<file path="src/rtl/ieeedrv_sd_arbiter.sv">
// Round-robin arbiter sharing one SD host block-request port among several
// track-loader requesters; latches the winner's LBA/count and routes the host ack back.
module ieeedrv_sd_arbiter #(
    parameter int PORTS = 2,
    parameter int GW    = (PORTS > 2) ? $clog2(PORTS) : 1
) (
    input  logic             clk_sys,
    input  logic             reset,
    input  logic [31:0]      req_lba [PORTS],
    input  logic [5:0]       req_blk_cnt [PORTS],
    input  logic [PORTS-1:0] req_rd,
    input  logic [PORTS-1:0] req_wr,
    output logic [PORTS-1:0] req_ack,
    output logic [31:0]      host_lba,
    output logic [5:0]       host_blk_cnt,
    output logic             host_rd,
    output logic             host_wr,
    input  logic             host_ack,
    output logic [GW-1:0]    grant,
    output logic             busy
);

    // state | meaning
    // IDLE  | no transaction; pick next pending requester round-robin
    // REQ   | host_rd/host_wr asserted, waiting for host_ack to rise
    // XFER  | transfer running, waiting for host_ack to fall
    // FLUSH | after reset, waiting out any ack left over from an abandoned transfer
    typedef enum logic [1:0] {
        S_IDLE,
        S_REQ,
        S_XFER,
        S_FLUSH
    } state_t;

    state_t            state, state_nxt;
    logic [GW-1:0]     last, last_nxt;
    logic [GW-1:0]     grant_nxt;
    logic [31:0]       lba_nxt;
    logic [5:0]        cnt_nxt;
    logic              rd_nxt, wr_nxt;
    logic [PORTS-1:0]  pending;
    logic [GW-1:0]     pick;
    logic              pick_valid;

    assign pending = req_rd | req_wr;
    assign busy    = (state != S_IDLE);

    // Walk offsets from farthest to nearest so the first pending port after last wins.
    always_comb begin
        logic [GW:0] sum;
        sum        = '0;
        pick       = '0;
        pick_valid = 1'b0;
        for (int k = PORTS; k >= 1; k--) begin
            sum = {1'b0, last} + (GW+1)'(k);
            if (sum >= (GW+1)'(PORTS))
                sum = sum - (GW+1)'(PORTS);
            if (pending[sum[GW-1:0]]) begin
                pick       = sum[GW-1:0];
                pick_valid = 1'b1;
            end
        end
    end

    always_comb begin
        state_nxt = state;
        last_nxt  = last;
        grant_nxt = grant;
        lba_nxt   = host_lba;
        cnt_nxt   = host_blk_cnt;
        rd_nxt    = host_rd;
        wr_nxt    = host_wr;
        case (state)
            S_IDLE: begin
                if (pick_valid) begin
                    grant_nxt = pick;
                    lba_nxt   = req_lba[pick];
                    cnt_nxt   = req_blk_cnt[pick];
                    wr_nxt    = req_wr[pick];
                    rd_nxt    = req_rd[pick] & ~req_wr[pick];
                    state_nxt = S_REQ;
                end
            end
            S_REQ: begin
                if (host_ack) begin
                    rd_nxt    = 1'b0;
                    wr_nxt    = 1'b0;
                    state_nxt = S_XFER;
                end
            end
            S_XFER: begin
                if (!host_ack) begin
                    last_nxt  = grant;
                    state_nxt = S_IDLE;
                end
            end
            S_FLUSH: begin
                if (!host_ack)
                    state_nxt = S_IDLE;
            end
            default: state_nxt = S_FLUSH;
        endcase
    end

    always_ff @(posedge clk_sys) begin
        if (reset) begin
            state        <= S_FLUSH;
            last         <= GW'(PORTS - 1);
            grant        <= '0;
            host_lba     <= '0;
            host_blk_cnt <= '0;
            host_rd      <= 1'b0;
            host_wr      <= 1'b0;
        end else begin
            state        <= state_nxt;
            last         <= last_nxt;
            grant        <= grant_nxt;
            host_lba     <= lba_nxt;
            host_blk_cnt <= cnt_nxt;
            host_rd      <= rd_nxt;
            host_wr      <= wr_nxt;
        end
    end

    always_comb begin
        req_ack = '0;
        if (state == S_REQ || state == S_XFER)
            req_ack[grant] = host_ack;
    end

endmodule

</file>
<file path="config.mk">
export PLATFORM = sky130hd
export DESIGN_NAME = ieeedrv_sd_arbiter
export DESIGN_NICKNAME = d
export VERILOG_FILES = /design/src/rtl/ieeedrv_sd_arbiter.sv
export SDC_FILE = /design/constraint.sdc
export NUM_CORES = 1
export LEC_CHECK = 0
export ABC_CLOCK_PERIOD_IN_PS = 4300
export BUFFER_PORTS_ARGS = -buffer_cell sky130_fd_sc_hd__buf_2
export CORE_ASPECT_RATIO = 1.25
export CORE_MARGIN = 2
export CORE_UTILIZATION = 46
export CTS_CLUSTER_SIZE = 12
export DETAILED_ROUTE_END_ITERATION = 10
export PLACE_DENSITY = 0.95
export SLEW_MARGIN = 30
export SYNTH_ARGS = -nofsm -noshare
export SYNTH_HDL_FRONTEND = slang
export SYNTH_SLANG_ARGS = --single-unit
</file>
<file path="constraint.sdc">
create_clock -name clk_sys -period 4.3 [get_ports clk_sys]
set_input_delay 0.86 -clock clk_sys [delete_from_list [all_inputs] [get_ports clk_sys]]
set_output_delay 0.86 -clock clk_sys [all_outputs]
set_load 0.05 [all_outputs]
</file>
==> results.md <==
* Placeable Area at 4390 sq um
* Final Critical Period at 2.44 ns
* FF-to-FF End: host_lba[31]
* Area contributors post-synth: dfxtp_1 42%, a311oi_1 16%, nand2_1 14%
* Yosys warnings at 0
* Crit path setup slack, layout at 1.86 ns
* Most frequent cells in the layout: 126 x buf_2, 78 x nand2_1, 44 x nor2_1, 44 x dfxtp_1, 38 x a311oi_1
* WHS Path Cells at 2
* Synthesized instance count at 265
* Max_slew headroom at 46.0%
* Total Nets Final at 469
* I/O Pins at 127
* FP Rows at 27
* HPWL after DPL at 3.88 mm
* TNS Setup at 0 ns
* Post-route clock period utilization at 56.8%
* Reg clk slew, reported paths at 0.08 ns
* # Post-CTS Setup Buffers at 0
* Clock tree buffer depth at 2
* PortBufs at 126
* Post-cts resize count at 0
* Vias in the first global route at 2093
* Post-route cell area at 2820 sq um
* Critical Path Fanout Max at 5
* Die W at 64.2 um
* Mean area per synthesized cell at 7.86 sq um
* Min-delay src: host_wr
* MaxCap Viol Count at 0
* Final setup viols at 0
* Initial antenna violation count at 0
* Syn_nets at 354
* Reg2reg start: state[0]
* Seq/Total Area, Yosys at 42.3%
* RSZ-0062 raised after global routing: false
* VDD IR max at 233 uV
* Final Max Slew Viols at 0
* Via count at 2257
* Synth top area share at 42.3%
* Die Ht at 79.2 um
* Pwr per Cell Area at 405 nW/um^2
* Area grow syn2layout at 35.5%
* CTS tree: built
* First-pass DRT Iterations at 4
* Achievable Freq at 409 MHz
* Post-route DRC at 0
* Worst path arrival time at 1.58 ns
* Hold Vio Cnt, Final at 0
* Clk pwr share at 26.6%
* Status: complete, no violations
* Starting DRT DRC Count at 175
* Slew @ Worst Pin at 0.810 ns
* Sw power at 413 uW
* Worst Skew at 0.00638 ns
* H-tree depth at 2
* Yosys cell types at 26
* Grt ovf at 0
* Initial Utilization at 47.4%
* Min-Delay Endpoint: host_wr
* Clk_lat worst skew at 0.29 ns
* Switching share of total power at 36.1%
* Required @ worst endpoint at 3.44 ns
* Cell taking the most area after synthesis: dfxtp_1
* Logic pwr share at 32.4%
* Pre-CTS setup slack at 1.65 ns
* Lkg Pwr at 1.35 nW
* Clock Sinks at 44
* Commonest non-fill, non-tap cell in the layout: buf_2
* Share of cells above drive strength 1 at 36.5%
* Worst setup EP type: primary output
* Startpoint types: flip-flop
* Total die area at 5080 sq um
* Post-Route WL at 5.32 mm
* Post-Syn Area at 2080 sq um
* Area of placed instances at 2710 sq um
* CTS buffer count at 5
* First-pass GRT wire length at 8.72 mm
* Power Internal at 731 uW
* FF+latch count, synth at 44
* Hold-fix buffers at CTS at 0
* Fraction of power consumed by sequential logic at 41.0%
* Final core occ at 64.2%
* Worst Hold Class: flip-flop to flip-flop
* Largest net degree at the start of global routing at 78
* Root Driver: clkbuf_8
* R2r setup slk at 2.31 ns
* Reg2reg path depth at 7
* Crit Path Class: flip-flop to primary output
* Gpl congestion at 0.831
* Antenna cell count at 0
* Final-layout fill cell count at 392
* Gr usage total at 21.1%
* Routed len/inst at 12.1 um
* DRT antenna net count at 0
* DR vias/cell at 5.14
==> power groups by stage <==
stage	Combinational (mW)	Clock, mW	Sequential [mW]
after floorplan	0.152	0	0.598
after global placement	0.364	0	0.476
after detailed placement	0.372	0	0.478
after CTS	0.373	0.313	0.469
after global routing	0.404	0.330	0.473
final	0.371	0.305	0.468
==> worst max-delay path, stage by stage (launching register included) <==
cell and delay, ns:
dfxtp_1 0.42, inv_1 0.11, ha_1 0.33, and3_1 0.17, buf_2 0.27
==> cells in the mapped netlist <==
master      n
a211o_1     3
a21oi_1     4
a311o_1     1
a311oi_1   38
a31oi_1     1
and3_1      1
buf_2       6
buf_4       5
clkbuf_1   10
dfxtp_1    44
ha_1        6
inv_1       7
mux2i_1     2
nand2_1    78
nand2b_1    1
nor2_1     45
nor2b_1     2
nor3b_1     1
nor4_4      1
o21a_1      1
o21ai_0     2
o2bb2ai_1   1
o32ai_1     1
or2b_1      2
or3_1       1
or4_1       1
==> final cells by class <==
class	count	area [sq um]	share of cell area (%)
clock inverter	2	35.0	1.24
clock buffer	6	72.6	2.57
sequential	44	881	31.2
multi-input combinational	193	1080	38.3
timing repair buffer	129	653	23.1
tap	58	72.6	2.57
inverter	7	26.3	0.931
==> layer usage <==
layer,vias to the layer above,GRT usage (%),share of wire (%)
li1,1153,-,-
met1,1009,23.1,41
met2,89,40.1,52
met3,6,4.11,6.2
met4,0,7.02,0.96
met5,-,0,0
==> cell families (layout without fill, tap and decap cells) <==
group	Yosys count	count (layout)	share of synthesized area, %
AND/OR/NAND/NOR	133	133	26.1
adder cells (fa/ha/maj)	6	6	3.61
AO/OA/AOI/OAI	52	52	20.7
flip-flops	44	44	42.3
buffers and inverters	28	144	6.31
multiplexers	2	2	0.962
==> per-stage QoR <==
step                      hold WS, ns  power, mW  std cells
after floorplan                 0.490      0.750        265
after CTS                       0.488       1.16        439
after detailed placement        0.475      0.850        431
final                           0.483       1.14        439
after global placement          0.468      0.840        431
after global routing            0.504       1.21        439
==> flip-flops by register name (all words and copies together), names as in the netlist <==
register and cells:
last 1, host_blk_cnt 6, grant 1, host_wr 1, host_lba 32, state 2
host_rd 1
==> worst max path at each step <==
stage          depth (start not counted)  slack, ns      start           end
6_report                               4       1.86   state[0]    req_ack[1]
5_1_grt                                6       1.75  req_wr[0]  host_lba[16]
4_1_cts                                4       1.86   state[0]    req_ack[1]
3_5_place_dp                           6       1.65  req_wr[0]  host_lba[18]
3_3_place_gp                           6       1.76  req_wr[0]  host_lba[20]
2_1_floorplan                          2       1.90   host_ack    req_ack[0]
Power figures use the tool's default switching activity.
